### src/rtl/timebase_generator_pkg.sv
// -----------------------------------------------------------------------------
// timebase_generator_pkg
// Shared definitions for the timebase generator and its tick prescaler:
//   - timer_state_t : timer FSM state encoding (TIMER_IDLE = 0, TIMER_RUN = 1)
//   - cnt_width()   : width of a counter that runs 0..n-1, never less than 1 bit
// -----------------------------------------------------------------------------
package timebase_generator_pkg;

   typedef enum logic {
      TIMER_IDLE = 1'b0,
      TIMER_RUN  = 1'b1
   } timer_state_t;

   // A modulo-n counter needs $clog2(n) bits; a single-state counter still
   // needs one bit so the register declaration stays legal.
   function automatic int cnt_width(input int n);
      return (n < 2) ? 1 : $clog2(n);
   endfunction

endpackage

### src/rtl/timebase_generator_tick_prescaler.sv
// -----------------------------------------------------------------------------
// tick_prescaler
// Divides clk by DIV and emits a one-cycle tick strobe. The count only moves
// while en is high, so dropping en freezes the phase and raising it again
// resumes from where it stopped.
// Ports:
//   clk   in   system clock
//   rstb  in   asynchronous active-low reset
//   en    in   count enable
//   tick  out  registered one-cycle strobe, once every DIV enabled cycles
// -----------------------------------------------------------------------------
module tick_prescaler
   import timebase_generator_pkg::*;
#(
   parameter int DIV = 100
) (
   input  logic clk,
   input  logic rstb,
   input  logic en,
   output logic tick
);

   localparam int            CW   = cnt_width(DIV);
   localparam logic [CW-1:0] LAST = CW'(DIV - 1);

   logic [CW-1:0] count_reg;

   always_ff @(posedge clk or negedge rstb) begin
      if (!rstb) begin
         count_reg <= '0;
         tick      <= 1'b0;
      end else begin
         tick <= 1'b0;
         if (en) begin
            if (count_reg == LAST) begin
               count_reg <= '0;
               tick      <= 1'b1;
            end else begin
               count_reg <= count_reg + CW'(1);
            end
         end
      end
   end

endmodule

### src/rtl/timebase_generator.sv
// -----------------------------------------------------------------------------
// timebase_generator
// Common time reference: a base tick prescaler, a one-shot/periodic countdown
// timer clocked by the base ticks, and a heartbeat square wave.
// Ports:
//   clk          in   system clock
//   rstb         in   asynchronous active-low reset
//   en           in   prescaler enable (low freezes the tick phase)
//   tick_base    out  one-cycle strobe every DIV enabled cycles
//   timer_load   in   tick count, sampled with timer_start
//   timer_mode   in   0 = one-shot, 1 = periodic, sampled with timer_start
//   timer_start  in   start / retrigger request
//   timer_stop   in   abort request (wins over start and expiry)
//   timer_busy   out  high while the timer is running
//   timer_done   out  one-cycle pulse on expiry
//   heartbeat    out  toggles every HEARTBEAT_TICKS base ticks
// -----------------------------------------------------------------------------
module timebase_generator
   import timebase_generator_pkg::*;
#(
   parameter int CLK_FREQUENCY   = 100_000_000,
   parameter int TICK_FREQUENCY  = 1_000,
   parameter int TIMER_WIDTH     = 16,
   parameter int HEARTBEAT_TICKS = 500
) (
   input  logic                   clk,
   input  logic                   rstb,
   input  logic                   en,
   output logic                   tick_base,
   input  logic [TIMER_WIDTH-1:0] timer_load,
   input  logic                   timer_mode,
   input  logic                   timer_start,
   input  logic                   timer_stop,
   output logic                   timer_busy,
   output logic                   timer_done,
   output logic                   heartbeat
);

   localparam int DIV  = (TICK_FREQUENCY > 0) ? CLK_FREQUENCY / TICK_FREQUENCY : 0;
   localparam int HB_W = cnt_width(HEARTBEAT_TICKS);
   localparam logic [HB_W-1:0]        HB_LAST = HB_W'(HEARTBEAT_TICKS - 1);
   localparam logic [TIMER_WIDTH-1:0] T_ONE   = TIMER_WIDTH'(1);

   // Reject frequency pairs that do not divide to an integer ratio of at
   // least two, and heartbeat periods shorter than one tick.
   if (TICK_FREQUENCY <= 0 || DIV < 2 || DIV * TICK_FREQUENCY != CLK_FREQUENCY) begin : g_bad_div
      $error("timebase_generator: CLK_FREQUENCY/TICK_FREQUENCY must be an integer >= 2");
   end
   if (HEARTBEAT_TICKS < 1) begin : g_bad_hb
      $error("timebase_generator: HEARTBEAT_TICKS must be >= 1");
   end

   // ---------------------------------------------------------------- prescaler
   tick_prescaler #(
      .DIV (DIV)
   ) u_tick_prescaler (
      .clk  (clk),
      .rstb (rstb),
      .en   (en),
      .tick (tick_base)
   );

   // ---------------------------------------------------------------- timer FSM
   timer_state_t           state_reg, state_next;
   logic [TIMER_WIDTH-1:0] count_reg, count_next;
   logic [TIMER_WIDTH-1:0] load_reg,  load_next;
   logic                   mode_reg,  mode_next;
   logic                   done_reg,  done_next;

   always_ff @(posedge clk or negedge rstb) begin
      if (!rstb) begin
         state_reg <= TIMER_IDLE;
         count_reg <= '0;
         load_reg  <= '0;
         mode_reg  <= 1'b0;
         done_reg  <= 1'b0;
      end else begin
         state_reg <= state_next;
         count_reg <= count_next;
         load_reg  <= load_next;
         mode_reg  <= mode_next;
         done_reg  <= done_next;
      end
   end

   always_comb begin
      state_next = state_reg;
      count_next = count_reg;
      load_next  = load_reg;
      mode_next  = mode_reg;
      done_next  = 1'b0;

      if (timer_stop) begin
         state_next = TIMER_IDLE;
         count_next = '0;
      end else if (timer_start) begin
         // A start always takes precedence over a tick in the same cycle, so
         // a coincident tick is never counted against the new load.
         if (timer_load == '0) begin
            state_next = TIMER_IDLE;
            count_next = '0;
            done_next  = 1'b1;
         end else begin
            state_next = TIMER_RUN;
            count_next = timer_load;
            load_next  = timer_load;
            mode_next  = timer_mode;
         end
      end else if (state_reg == TIMER_RUN && tick_base) begin
         // Expiry is caught at 1 rather than 0 so the count never wraps.
         if (count_reg == T_ONE) begin
            done_next = 1'b1;
            if (mode_reg) begin
               count_next = load_reg;
            end else begin
               state_next = TIMER_IDLE;
               count_next = '0;
            end
         end else begin
            count_next = count_reg - T_ONE;
         end
      end
   end

   assign timer_busy = (state_reg == TIMER_RUN);
   assign timer_done = done_reg;

   // ---------------------------------------------------------------- heartbeat
   logic [HB_W-1:0] hb_count_reg;
   logic            heartbeat_reg;

   always_ff @(posedge clk or negedge rstb) begin
      if (!rstb) begin
         hb_count_reg  <= '0;
         heartbeat_reg <= 1'b0;
      end else if (tick_base) begin
         if (hb_count_reg == HB_LAST) begin
            hb_count_reg  <= '0;
            heartbeat_reg <= ~heartbeat_reg;
         end else begin
            hb_count_reg <= hb_count_reg + HB_W'(1);
         end
      end
   end

   assign heartbeat = heartbeat_reg;

endmodule
### config.mk
export PLATFORM = sky130hd
export DESIGN_NAME = timebase_generator
export DESIGN_NICKNAME = d
export VERILOG_FILES = /design/src/rtl/timebase_generator_pkg.sv /design/src/rtl/timebase_generator_tick_prescaler.sv /design/src/rtl/timebase_generator.sv
export SDC_FILE = /design/constraint.sdc
export NUM_CORES = 1
export LEC_CHECK = 0
export CAP_MARGIN = 20
export CELL_PAD_IN_SITES_DETAIL_PLACEMENT = 1
export CELL_PAD_IN_SITES_GLOBAL_PLACEMENT = 2
export CORE_ASPECT_RATIO = 1.25
export CORE_MARGIN = 5
export CORE_UTILIZATION = 30
export CTS_CLUSTER_DIAMETER = 40
export DETAILED_ROUTE_END_ITERATION = 8
export GPL_TIMING_DRIVEN = 0
export PLACE_DENSITY_LB_ADDON = 0.1
export SETUP_SLACK_MARGIN = 0.3
export SYNTH_ARGS = -nofsm -noshare
export SYNTH_HDL_FRONTEND = slang
export SYNTH_HIERARCHICAL = 1
export SYNTH_SLANG_ARGS = --single-unit
### constraint.sdc
create_clock -name clk -period 2.2 [get_ports clk]
set_input_delay 0.44 -clock clk [delete_from_list [all_inputs] [get_ports clk]]
set_output_delay 0.44 -clock clk [all_outputs]
set_load 0.01 [all_outputs]
==> impl_results.rst <==
.. list-table::
   :header-rows: 1

   * - Metric
     - Value
   * - Slew at the pin closest to its max-slew limit
     - 0.855 ns
   * - Startpoint type of the worst setup path
     - flop
   * - Setup Crit Path Kind
     - flop to flop
   * - Clk slew on worst S/H paths
     - 0.06 ns
   * - Cell leakage power
     - 0.00206 uW
   * - Count of standard-cell rows
     - 43
   * - Starting density of the core
     - 30.9%
   * - Clock root cell
     - clkbuf_16
   * - Worst Path Arrival
     - 2.17 ns
   * - Number of warnings reported in the yosys synthesis log
     - 6
   * - Clk_lat worst skew
     - 0.33 ns
   * - Max Buffers Root-to-Sink
     - 2
   * - Setup slack after layout
     - 0.231 ns
   * - Synthesized cell area
     - 3460 um^2
   * - Overall fraction of global-route tracks in use
     - 17.4%
   * - First-pass GRT wire length
     - 18.4 mm
   * - Sum Neg Setup Slack
     - 0 ns
   * - Async set-reset flop share out of synthesis
     - 100%
   * - Total power density per cell area
     - 749 nW/um^2
   * - Via count
     - 3,151
   * - Post-placement setup slack
     - -0.954 ns
   * - Part of the cycle the worst path needs
     - 89.5%
   * - Capturing element type of the critical path
     - flop
   * - Antenna violations before repair
     - 0
   * - Number of violations reported at the end of detailed-routing iteration 0
     - 69
   * - Reg2Reg Depth
     - 5
   * - Clock sink count
     - 63
   * - Die ar.
     - 13,800 um^2
   * - Max-cap viol count
     - 0
   * - Syn_area_per_cell
     - 9.06 um^2
   * - Share of layout cells above drive strength 1
     - 21.9%
   * - Total power of the final layout
     - 3430 uW
   * - Final Max Tran Viols
     - 0
   * - Endpoint required time on the critical path
     - 2.40 ns
   * - Total detailed-routing wirelength
     - 11.4 mm
   * - Core area
     - 11,200 um^2
   * - Post-synthesis cell type with the largest combined area
     - dfrtp_1
   * - Area of the multi-input gates
     - 1970 um^2
   * - Via count of the first global-routing pass
     - 3,443
   * - Net count of the finished layout
     - 463
   * - Synthesized netlist cell count
     - 382
   * - Chip Width
     - 106 um
   * - Post-route ant nets
     - 0
   * - Main area contributors after synthesis
     - dfrtp_1 (46%), nand2_1 (8.2%), xnor2_1 (3.5%)
   * - TritonCTS clock tree
     - built
   * - Post-Synthesis Net Count
     - 408
   * - Number of remaining DRC errors
     - 0
   * - # fillers
     - 1,294
   * - Type of the most critical hold path
     - primary input to async pin
   * - Unrepaired setup endpoints after global routing
     - true
   * - Count of flip-flops with a built-in enable after synthesis
     - 0
   * - Boundary pin count
     - 26
   * - Maximum level of the CTS H-tree
     - 3
   * - Total half-perimeter wirelength after legalization and detailed placement
     - 7.87 mm
   * - Final setup skew
     - 0.00448 ns
   * - Top FF cell, synth
     - dfrtp_1
   * - Layout area overhead
     - 32.4%
   * - Number of synthesized register bits
     - 63
   * - Synth top area share
     - 45.6%
   * - Final hold vios
     - 0
   * - Library cell with the highest instance count after synthesis
     - nand2_1
   * - Area taken by flip-flops and latches
     - 1590 um^2
   * - Maximum fanout along the worst path
     - 4
   * - Number of unique standard cell types used by synthesis
     - 58
   * - Maximum VDD drop
     - 415 uV
   * - Count of input and output buffers
     - 25
   * - Gpl congestion
     - 0.771
   * - Num CTS Buffers
     - 9
   * - Number of antenna repair diodes
     - 0
   * - TritonRoute pass-1 iters
     - 4
   * - Timing-limited maximum frequency
     - 508 MHz
   * - Synth top cells by count
     - nand2_1 (76), dfrtp_1 (63), nor2_1 (31)
   * - Sequential fraction of the synthesis area
     - 45.6%
   * - Final setup violation count
     - 0
   * - Largest register FFs
     - 17
   * - Routed WL per cell
     - 19.8 um
   * - Via-per-instance ratio
     - 5.46
   * - Outcome
     - complete, no violations
   * - Relative slew margins
     - 43.0%
   * - Die Span Y
     - 130 um
   * - Overflow left after global routing
     - 0
   * - Pin count of the biggest net entering global routing
     - 64
   * - Fin crit period
     - 1.97 ns
cell families (layout without fill, tap and decap cells):
family	after synthesis	after routing	share of synthesized area, %
adder cells (fa/ha/maj)	4	4	1.45
buffers and inverters	26	86	3.44
flip-flops	63	63	45.6
AO/OA/AOI/OAI	77	77	14.7
multiplexers	7	7	2.17
XOR/XNOR	26	26	6.80
AND/OR/NAND/NOR	179	179	25.9
path summary, 6_finish.rpt:
path,endpoint,startpoint,slack (ns)
min,load_reg[13]$_DFFE_PN0P_,rstb,0.22
min in group clk,load_reg[13]$_DFFE_PN0P_,timer_load[13],0.44
max reg2reg,u_tick_prescaler/count_reg[16]$_DFFE_PN0P_,u_tick_prescaler/count_reg[8]$_DFFE_PN0P_,0.23
max in group asynchronous,count_reg[0]$_DFFE_PN0P_,rstb,1.37
min reg2reg,heartbeat$_DFFE_PN0P_,heartbeat$_DFFE_PN0P_,0.47
max,u_tick_prescaler/count_reg[16]$_DFFE_PN0P_,u_tick_prescaler/count_reg[8]$_DFFE_PN0P_,0.23
layout make-up:
cell class,instances,area share (%)
clock buffer,12,5.38
timing repair buffer,44,8.98
inverter,11,0.901
multi-input combinational,293,43.0
buffer,15,2.43
tap,135,3.69
clock inverter,4,0.983
sequential,63,34.6
metal layers:
metal / track usage, % / vias up / wire, um
met1: 19.6 / 1614 / 4710
met4: 7.47 / 0 / 218
li1: - / 1484 / -
met5: 0 / - / 0
met2: 32.4 / 37 / 6220
met3: 3.12 / 16 / 268
metrics by stage:
stage	hold slack [ns]	cells	utilization (%)	instance area, um^2
after floorplan	0.144	382	-	3460
after global placement	0.453	542	34.7	3880
after detailed placement	0.465	542	34.6	3880
after CTS	0.264	569	39.3	4400
after global routing	0.295	577	40.9	4580
final	0.218	577	40.9	4580
placed cells by master, fill, tap and decap left out, types with 4 or more instances in the layout:
cell | Yosys | routed
a31oi_1 | 10 | 10
nor4_4 | 0 | 7
nand2_1 | 76 | 73
or3_1 | 5 | 5
inv_1 | 11 | 9
xor2_1 | 11 | 11
nor2_1 | 31 | 25
nor2_2 | 0 | 5
buf_4 | 1 | 17
nor3_1 | 10 | 10
a21oi_1 | 12 | 10
clkdlybuf4s50_1 | 0 | 7
nand4_1 | 14 | 14
dfrtp_2 | 0 | 7
nand3_1 | 8 | 7
buf_6 | 2 | 7
clkbuf_16 | 0 | 9
clkbuf_1 | 8 | 6
dfrtp_1 | 63 | 56
xnor2_1 | 14 | 14
dlymetal6s2s_1 | 0 | 10
o21ai_0 | 21 | 18
dlygate4sd2_1 | 0 | 7
mux2_2 | 4 | 4
where the power goes:
group / internal [uW] / switching (uW)
Combinational: 267 / 337
Clock: 902 / 516
Sequential: 1280 / 133
timing repair:
| action | in CTS | in global routing |
|---|---|---|
| gates cloned | 0 | 2 |
| endpoints found under the setup margin | 48 | 45 |
| gates resized for setup | 45 | 43 |
| pin swaps | 8 | 11 |
| hold buffers | 0 | 0 |
| setup buffers | 11 | 6 |
worst max-delay path, cell delays in order, from the launching register on:
cell and delay (ns):
dfrtp_1 0.40, or4b_1 0.52, or4_4 0.57, nor3_4 0.17, buf_6 0.15, a21oi_2 0.03
Power figures use the tool's default switching activity.
